==> src/rtl/mem_arb_pkg.sv <==
// Shared definitions for the memory port arbiter.
//   arb_state_e      : arbiter FSM states (IDLE, WAIT)
//   ARB_IF / ARB_D   : requester ids (fetch, data)
//   DEFAULT_MEM_LAT  : default memory read latency in cycles
package mem_arb_pkg;

  typedef enum logic {
    IDLE = 1'b0,
    WAIT = 1'b1
  } arb_state_e;

  localparam logic ARB_IF = 1'b0;
  localparam logic ARB_D  = 1'b1;

  localparam int unsigned DEFAULT_MEM_LAT = 1;

endpackage

==> src/rtl/mem_port_arbiter.sv <==
// Arbitrates the single-port unified memory between instruction fetch and
// the load/store path. One access is outstanding at a time; the response
// (read data or store acknowledge) is returned to the winning requester.
//
// Ports:
//   clk, reset                 clock, asynchronous active-high reset
//   if_req/if_addr             fetch request and address
//   if_gnt                     fetch accepted this cycle (combinational)
//   if_rvalid/if_rdata         fetch response pulse and registered data
//   d_req/d_we/d_addr/d_wdata  data request, store flag, address, store data
//   d_gnt                      data accepted this cycle (combinational)
//   d_rvalid/d_rdata           data response pulse; d_rdata is 0 for stores
//   mem_en/mem_we              memory strobe and write enable
//   mem_addr/mem_wdata         memory address/write data, held while idle
//   mem_rdata                  memory read data, valid MEM_LAT cycles after mem_en
//   busy                       an access is outstanding
module mem_port_arbiter
  import mem_arb_pkg::*;
#(
  parameter int unsigned ADDR_W       = 32,
  parameter int unsigned DATA_W       = 32,
  parameter int unsigned MEM_LAT      = DEFAULT_MEM_LAT,
  parameter int unsigned MAX_DATA_RUN = 4
) (
  input  logic              clk,
  input  logic              reset,
  input  logic              if_req,
  input  logic [ADDR_W-1:0] if_addr,
  output logic              if_gnt,
  output logic              if_rvalid,
  output logic [DATA_W-1:0] if_rdata,
  input  logic              d_req,
  input  logic              d_we,
  input  logic [ADDR_W-1:0] d_addr,
  input  logic [DATA_W-1:0] d_wdata,
  output logic              d_gnt,
  output logic              d_rvalid,
  output logic [DATA_W-1:0] d_rdata,
  output logic              mem_en,
  output logic              mem_we,
  output logic [ADDR_W-1:0] mem_addr,
  output logic [DATA_W-1:0] mem_wdata,
  input  logic [DATA_W-1:0] mem_rdata,
  output logic              busy
);

  // 3 bits covers the legal latency range 1..4
  localparam int unsigned CNT_W = 3;
  localparam int unsigned RUN_W = $clog2(MAX_DATA_RUN + 1);

  arb_state_e        state_q, state_d;
  logic [CNT_W-1:0]  cnt_q;
  logic [RUN_W-1:0]  run_q;
  logic              win_q;
  logic              we_q;
  logic [ADDR_W-1:0] addr_q;
  logic [DATA_W-1:0] wdata_q;

  logic accept;
  logic win;
  logic if_starved;

  // Fetch overrides data only once data has used up its run allowance.
  assign if_starved = if_req && (run_q == RUN_W'(MAX_DATA_RUN));
  assign busy       = (state_q == WAIT);

  always_comb begin
    state_d   = state_q;
    accept    = 1'b0;
    win       = ARB_D;
    if_gnt    = 1'b0;
    d_gnt     = 1'b0;
    mem_en    = 1'b0;
    mem_we    = 1'b0;
    mem_addr  = addr_q;
    mem_wdata = wdata_q;
    if ((state_q == IDLE) && !reset && (if_req || d_req)) begin
      accept  = 1'b1;
      win     = (d_req && !if_starved) ? ARB_D : ARB_IF;
      state_d = WAIT;
      mem_en  = 1'b1;
      if (win == ARB_D) begin
        d_gnt     = 1'b1;
        mem_we    = d_we;
        mem_addr  = d_addr;
        mem_wdata = d_wdata;
      end else begin
        if_gnt   = 1'b1;
        mem_addr = if_addr;
      end
    end else if ((state_q == WAIT) && (cnt_q == CNT_W'(1))) begin
      state_d = IDLE;
    end
  end

  always_ff @(posedge clk or posedge reset) begin
    if (reset) begin
      state_q   <= IDLE;
      cnt_q     <= '0;
      run_q     <= '0;
      win_q     <= ARB_IF;
      we_q      <= 1'b0;
      addr_q    <= '0;
      wdata_q   <= '0;
      if_rvalid <= 1'b0;
      if_rdata  <= '0;
      d_rvalid  <= 1'b0;
      d_rdata   <= '0;
    end else begin
      state_q   <= state_d;
      if_rvalid <= 1'b0;
      d_rvalid  <= 1'b0;
      if (accept) begin
        cnt_q   <= CNT_W'(MEM_LAT);
        win_q   <= win;
        we_q    <= (win == ARB_D) && d_we;
        addr_q  <= mem_addr;
        wdata_q <= mem_wdata;
        if (win == ARB_D) begin
          // The run only counts data grants that actually made fetch wait.
          if (!if_req)
            run_q <= '0;
          else if (run_q != RUN_W'(MAX_DATA_RUN))
            run_q <= run_q + RUN_W'(1);
        end else begin
          run_q <= '0;
        end
      end else if (state_q == WAIT) begin
        cnt_q <= cnt_q - CNT_W'(1);
        if (cnt_q == CNT_W'(1)) begin
          if (win_q == ARB_D) begin
            d_rvalid <= 1'b1;
            d_rdata  <= we_q ? '0 : mem_rdata;
          end else begin
            if_rvalid <= 1'b1;
            if_rdata  <= mem_rdata;
          end
        end
      end
    end
  end

endmodule

==> config.mk <==
export PLATFORM = sky130hd
export DESIGN_NAME = mem_port_arbiter
export DESIGN_NICKNAME = d
export VERILOG_FILES = /design/src/rtl/mem_arb_pkg.sv /design/src/rtl/mem_port_arbiter.sv
export SDC_FILE = /design/constraint.sdc
export NUM_CORES = 1
export LEC_CHECK = 0
export ABC_AREA = 1
export BUFFER_PORTS_ARGS = -buffer_cell sky130_fd_sc_hd__buf_2
export CELL_PAD_IN_SITES_DETAIL_PLACEMENT = 0
export CELL_PAD_IN_SITES_GLOBAL_PLACEMENT = 1
export CORE_MARGIN = 2
export CORE_UTILIZATION = 36
export CTS_CLUSTER_DIAMETER = 200
export DETAILED_ROUTE_END_ITERATION = 16
export PLACE_DENSITY_LB_ADDON = 0.05
export REMOVE_ABC_BUFFERS = 1
export SLEW_MARGIN = 15
export SYNTH_ARGS = -nofsm -noshare
export SYNTH_HDL_FRONTEND = slang
export SYNTH_SLANG_ARGS = --single-unit
==> constraint.sdc <==
create_clock -name clk -period 11.45 [get_ports clk]
set_clock_uncertainty 0.15 [all_clocks]
set_input_delay 2.29 -clock clk [delete_from_list [all_inputs] [get_ports clk]]
set_output_delay 2.29 -clock clk [all_outputs]
set_load 0.02 [all_outputs]
==> qor.txt, run 1 <==
status = finished, final reports clean
# rows = 47
total gr overflow = 0
DIE AREA = 17,900 um^2
CP Cell Sequence = buf_2, nor2_4, nand3_2, inv_2, nand2_1, nand2_1, buf_2
Die Ht = 134 um
hold slack = 0.320 ns
CP max FO = 37
clock power share = 21.8%
Root Driver = clkbuf_16
Routed Antenna Nets = 0
Unique masters post-synth = 20
Setup Viol. Count Final = 0
HPWL Detailed = 11,800 um
EDFF count, synth = 0
Post-synth ARST share = 100%
# fillers = 1,663
RD Place Congestion = 0.815
PortBufs = 267
largest cells by area after synthesis = dfrtp_1 (57%), nand2_1 (21%), nand3_1 (8.1%)
DR iter-0 viols = 283
post-DR wirelength/cell = 14.4 um
Leak Pwr = 4.64 nW
DP Area = 7460 um^2
Largest delay share family, worst path = simple AND/OR/NAND/NOR gates
sequential share of the synthesized area = 57.5%
Combinational Power Share = 44.6%
diode count = 0
Layout Area Growth over Synthesis = 33.0%
Yosys top cell area share = 57.5%
Nets = 1,098
Post-Synthesis Cells = 716
pin count of the biggest net entering global routing = 78
WP data required = 9.01 ns
Buf/Inv on CP = 3
synth warn = 0
Clock transition at path regs = 0.06 ns
DRC errors left = 0
CTS Sinks = 139
GRT Overall Usage = 19.7%
clk_lat worst skew = 0.41 ns
PwrDens = 307 nW/um^2
Setup TNS = 0 ns
Post-synth top flop = dfrtp_1
RSZ-0062 raised after global routing = no
Die W = 134 um
fmax = 135 MHz
vias in the first global route = 5,517
Sequential Power Share = 33.6%
sw frac = 42.4%
slowest CP cell = nand3_2
CP Launch Type = input pin
H-tree levels = 4
Post-Route WL = 17,200 um
relative slew slack = 25.5%
P_sw = 1.05 mW
Final Hold Fails = 0
post-DR vias/cell = 4.75
layout cells sized above 1 = 31.7%
peak supply drop = 0.000127 V
CP Class = in -> out
crit path time final = 7.40 ns
commonest cells in the netlist = nand2_1 (334), dfrtp_1 (139), nand3_1 (98)
crit share post-route = 64.6%
count of hold-fix buffers inserted at cts = 0
quantity of gates resized following cts = 0
Starting Density = 36.6%
fin area = 8050 um^2
IO Count = 268
FF+latch count, synth = 139
slew of the pin with the lowest slew margin = 1.12 ns
CTS tree = done
Max Cap Viol = 0
iteration count of the initial detailed-routing pass = 5
cts bufs inserted = 17
Setup crit end kind = output pin
internal cell power = 1.42 mW
# Post-CTS Setup Buffers = 0
first-pass GRT wire length = 28,000 um
CP arrival = 4.96 ns
critical path's largest stage delay = 0.71 ns
core box area = 16,500 um^2
Mapped Area = 6050 um^2
post-synth top area cell = dfrtp_1
CTS Buffer Depth = 2
post-synthesis average cell area = 8.45 um^2
Hold Path Class = reg -> reg
leading cell type by number of instances after synthesis = nand2_1
antenna violations before repair = 2
Final Max Tran Viols = 0
routed vias = 5,672
per-stage QoR:
step	cells	util, %	worst slack, ns	power [mW]
after CTS	1194	48.7	3.98	2.50
after global placement	1162	45.1	4.15	1.94
after detailed placement	1162	45.1	3.98	1.95
after global routing	1194	48.7	3.69	2.66
after floorplan	674	-	2.40	1.54
final	1194	48.7	4.05	2.47
routing by layer:
layer	track usage, %	vias to the layer above	wire length [um]
met5	0	-	7
met4	5.08	2	142
met3	6.13	12	1220
met2	30.7	204	8120
met1	26.7	2632	7730
li1	-	2822	-
path summary, 6_finish.rpt:
kind,startpoint,endpoint,slack [ns],cells past startpoint
max,reset,mem_wdata[6],4.05,7
min,wdata_q[5]$_DFFE_PP0P_,wdata_q[5]$_DFFE_PP0P_,0.32,2
max reg2reg,busy$_DFFE_PP0P_,wdata_q[12]$_DFFE_PP0P_,8.32,5
min reg2reg,wdata_q[5]$_DFFE_PP0P_,wdata_q[5]$_DFFE_PP0P_,0.32,2
max in group asynchronous,reset,wdata_q[25]$_DFFE_PP0P_,7.99,3
min in group asynchronous,reset,addr_q[28]$_DFFE_PP0P_,1.89,2
sequential cells by signal (all words and copies together) (netlist names):
| signal | cells |
|---|---|
| run_q | 3 |
| addr_q | 32 |
| d_rdata | 32 |
| cnt_q | 3 |
| if_rvalid | 1 |
| d_rvalid | 1 |
| wdata_q | 32 |
| win_q | 1 |
| busy | 1 |
| we_q | 1 |
| if_rdata | 32 |
cell type report:
type	count	area [um^2]	share of cell area, %
clock buffers	25	495	6.15
multi-input cells	521	2310	28.7
well taps	220	275	3.42
repair buffers	268	1340	16.7
flip-flops and latches	139	3480	43.2
clock inverters	7	87.6	1.09
inverters	14	57.6	0.715
cell usage in the layout, fill, tap and decap left out, types with 4 or more instances in the layout:
cell	count
buf_2	267
nand3_1	98
nand4_1	33
ha_1	4
o21ai_1	37
inv_1	10
clkbuf_16	17
clkbuf_8	4
dfrtp_1	139
clkbuf_1	4
nand2_1	332
clkinv_2	4
kinds of logic after synthesis:
family / after synthesis / share of synthesized area [%]
XOR/XNOR: 1 / 0.145
AND/OR/NAND/NOR: 475 / 33.5
flip-flops: 139 / 57.5
buffers and inverters: 56 / 4.65
AO/OA/AOI/OAI: 41 / 3.39
adder cells (fa/ha/maj): 4 / 0.827
power by group through the flow:
stage	Clock (mW)	Sequential, mW	Combinational [mW]
after detailed placement	0	0.834	1.12
after floorplan	0	0.965	0.578
after CTS	0.553	0.831	1.12
after global placement	0	0.827	1.11
after global routing	0.579	0.858	1.22
final	0.538	0.830	1.10
worst register-to-register path, cell delays in order (launching register included):
cell	delay, ns
dfrtp_1	0.49
nor2_4	0.73
nand3_2	0.73
inv_2	0.68
nand2_1	0.18
nand2_1	0.11
No activity file was read; power rests on OpenSTA's default activity.
==> inputs of run 2 (changes only) <==
ABC_AREA = 0   (was 1)
CORE_UTILIZATION = 34   (was 36)
clock period = 6.45 ns   (was 11.45 ns; I/O delays follow)
==> run 2 against run 1 <==
Effect of this change:
- register-to-register slack lost 4.8 ns
- clock power grew 97%
- critical path depth is the same
- wire length shrank 3.9%
- final cell count shrank 16%
- synthesized cell count shrank 29%
- power grew 87%
- first-iteration DRC count shrank 28%
- non-clock buffer count grew 6
- sequential share of layout area shrank 2.6 points
- die area grew 13%
- critical path type unchanged
- critical endpoint is now mem_wdata[1]
==> qor.txt, run 2 <==
status = finished, final reports clean
Mapped Area = 6480 um^2
HPWL Detailed = 11,500 um
Unique masters post-synth = 32
largest cells by area after synthesis = dfrtp_1 (54%), mux2_2 (16%), a221o_1 (9.9%)
Adder-Cell Fraction of Synth Area = 0.772%
Final Hold Fails = 0
count of hold-fix buffers inserted at cts = 0
# Post-CTS Setup Buffers = 0
Post-synth ARST share = 100%
Nets = 898
Final Max Tran Viols = 0
antenna violations before repair = 2
internal cell power = 2.85 mW
Sequential Power Share = 32.7%
sequential share of the synthesized area = 53.6%
Hold Path Class = reg -> reg
Synth Area in Simple Gates = 6.56%
post-synthesis average cell area = 12.7 um^2
core box area = 18,700 um^2
clock power share = 22.9%
vias in the first global route = 4,992
Leak Pwr = 4.19 nW
DRC errors left = 0
post-DR wirelength/cell = 16.4 um
Post-Synth XOR/XNOR Area = 0.405%
leading cell type by number of instances after synthesis = dfrtp_1
crit share post-route = 79.1%
PortBufs = 267
H-tree levels = 4
GRT Overall Usage = 16.5%
quantity of gates resized following cts = 0
Setup Viol. Count Final = 0
Max Cap Viol = 0
iteration count of the initial detailed-routing pass = 4
post-synthesis mux area share = 16.7%
area of the multi-input gates = 2700 um^2
RSZ-0062 raised after global routing = no
synth warn = 0
largest family of logic cells by synthesized area = compound AO/OA/AOI/OAI gates
Yosys top cell area share = 53.6%
PwrDens = 539 nW/um^2
Post-synth top flop = dfrtp_1
Compound-Gate Fraction of Synth Area = 17.3%
Routed Antenna Nets = 0
CTS tree = done
Layout Area Growth over Synthesis = 32.2%
CP max FO = 67
EDFF count, synth = 0
Setup crit end kind = output pin
commonest non-fill, non-tap cell in the layout = buf_2
first-pass GRT wire length = 26,200 um
commonest cells after routing, fill and taps aside = buf_2 (267), dfrtp_1 (139), mux2_2 (94), a221o_1 (64), nand2_1 (39)
IO Count = 268
CP arrival = 3.66 ns
DR iter-0 viols = 205
Sequential Area = 3480 um^2
slew of the pin with the lowest slew margin = 0.956 ns
Die W = 142 um
sw frac = 38.2%
total gr overflow = 0
routed vias = 5,101
Post-Route WL = 16,500 um
peak supply drop = 0.000234 V
crit path time final = 5.10 ns
Starting Density = 34.7%
post-synth top area cell = dfrtp_1
layout cells sized above 1 = 52.4%
post-DR vias/cell = 5.06
Setup TNS = 0 ns
RD Place Congestion = 0.735
relative slew slack = 36.3%
Total Power = 4.62 mW
# rows = 50
fmax = 196 MHz
# fillers = 1,802
FF+latch count, synth = 139
CTS Buffer Depth = 2
P_sw = 1.77 mW
CP Class = in -> out
pin count of the biggest net entering global routing = 83
cts bufs inserted = 17
Root Driver = clkbuf_16
CTS Sinks = 139
commonest cells in the netlist = dfrtp_1 (139), mux2_2 (94), a221o_1 (64)
DIE AREA = 20,200 um^2
Clock transition at path regs = 0.06 ns
WP data required = 5.01 ns
Combinational Power Share = 44.4%
Die Ht = 142 um
clk_lat worst skew = 0.41 ns
Post-Synthesis Cells = 509
CP Launch Type = input pin
## run 2: cell types whose count changed in the layout (fill, tap and decap cells not counted), moves of 32 or more
cell,before,now
a221o_1,0,64
a21boi_0,0,32
nand3_1,98,1
nand2_1,332,39
nand4_1,33,0
mux2_2,0,94
nand2b_1,0,32
## run 2: critical path, cell delays in order
cell	delay, ns
buf_2	0.15
nor2_4	0.54
nand3_2	0.21
inv_4	0.59
buf_12	0.28
mux2_2	0.35
buf_2	0.16
## run 2: through the flow
stage          util, %  worst slack [ns]  instance area, um^2  hold WS [ns]  cells
2_1_floorplan        -              1.29                 6220         0.323    468
3_3_place_gp      42.4              1.43                 7930         0.309    976
3_5_place_dp      42.4              1.31                 7930         0.319    976
4_1_cts           45.8              1.31                 8570         0.333   1007
5_1_grt           45.8              1.10                 8570         0.348   1007
6_report          45.8              1.35                 8570         0.326   1008
## run 2: final cells by class
class | instances | area share, %
inverter | 10 | 0.525
sequential | 139 | 40.6
clock buffer | 19 | 5.28
multi-input combinational | 319 | 31.5
timing repair buffer | 274 | 16.5
clock inverter | 12 | 2.16
antenna | 1 | 0.0292
tap | 234 | 3.42
## run 2: path summary, 6_finish.rpt
kind	start	to	slack, ns	cells after the start
min in group asynchronous	reset	wdata_q[30]$_DFFE_PP0P_	0.93	2
worst min-delay path	d_rdata[17]$_DFFE_PP0P_	d_rdata[17]$_DFFE_PP0P_	0.33	2
worst min register to register	d_rdata[17]$_DFFE_PP0P_	d_rdata[17]$_DFFE_PP0P_	0.33	2
max in group asynchronous	reset	d_rdata[21]$_DFFE_PP0P_	3.98	3
worst max register to register	busy$_DFFE_PP0P_	wdata_q[1]$_DFFE_PP0P_	3.50	5
worst max-delay path	reset	mem_wdata[1]	1.35	7
## run 2: power by group through the flow
stage | combinational, mW | sequential [mW] | clock (mW)
after global routing | 2.23 | 1.57 | 1.13
after detailed placement | 2.07 | 1.53 | 0
after floorplan | 1.16 | 1.74 | 0
after CTS | 2.08 | 1.52 | 1.09
final | 2.05 | 1.51 | 1.06
after global placement | 2.06 | 1.51 | 0
## run 2: routing by layer
| metal | GRT usage, % | up-vias | wire length [um] | part of all wire (%) |
|---|---|---|---|---|
| met5 | 0 | - | 13 | 0.079 |
| met4 | 3.95 | 2 | 136 | 0.82 |
| met3 | 5.25 | 12 | 1360 | 8.2 |
| met2 | 27.0 | 217 | 7890 | 48 |
| met1 | 21.5 | 2476 | 7140 | 43 |
| li1 | - | 2394 | - | - |
## run 2: cells by family after synthesis
kind of cell / count (synthesis)
AO/OA/AOI/OAI: 136
XOR/XNOR: 3
adder cells (fa/ha/maj): 4
buffers and inverters: 51
flip-flops: 139
multiplexers: 96
AND/OR/NAND/NOR: 80
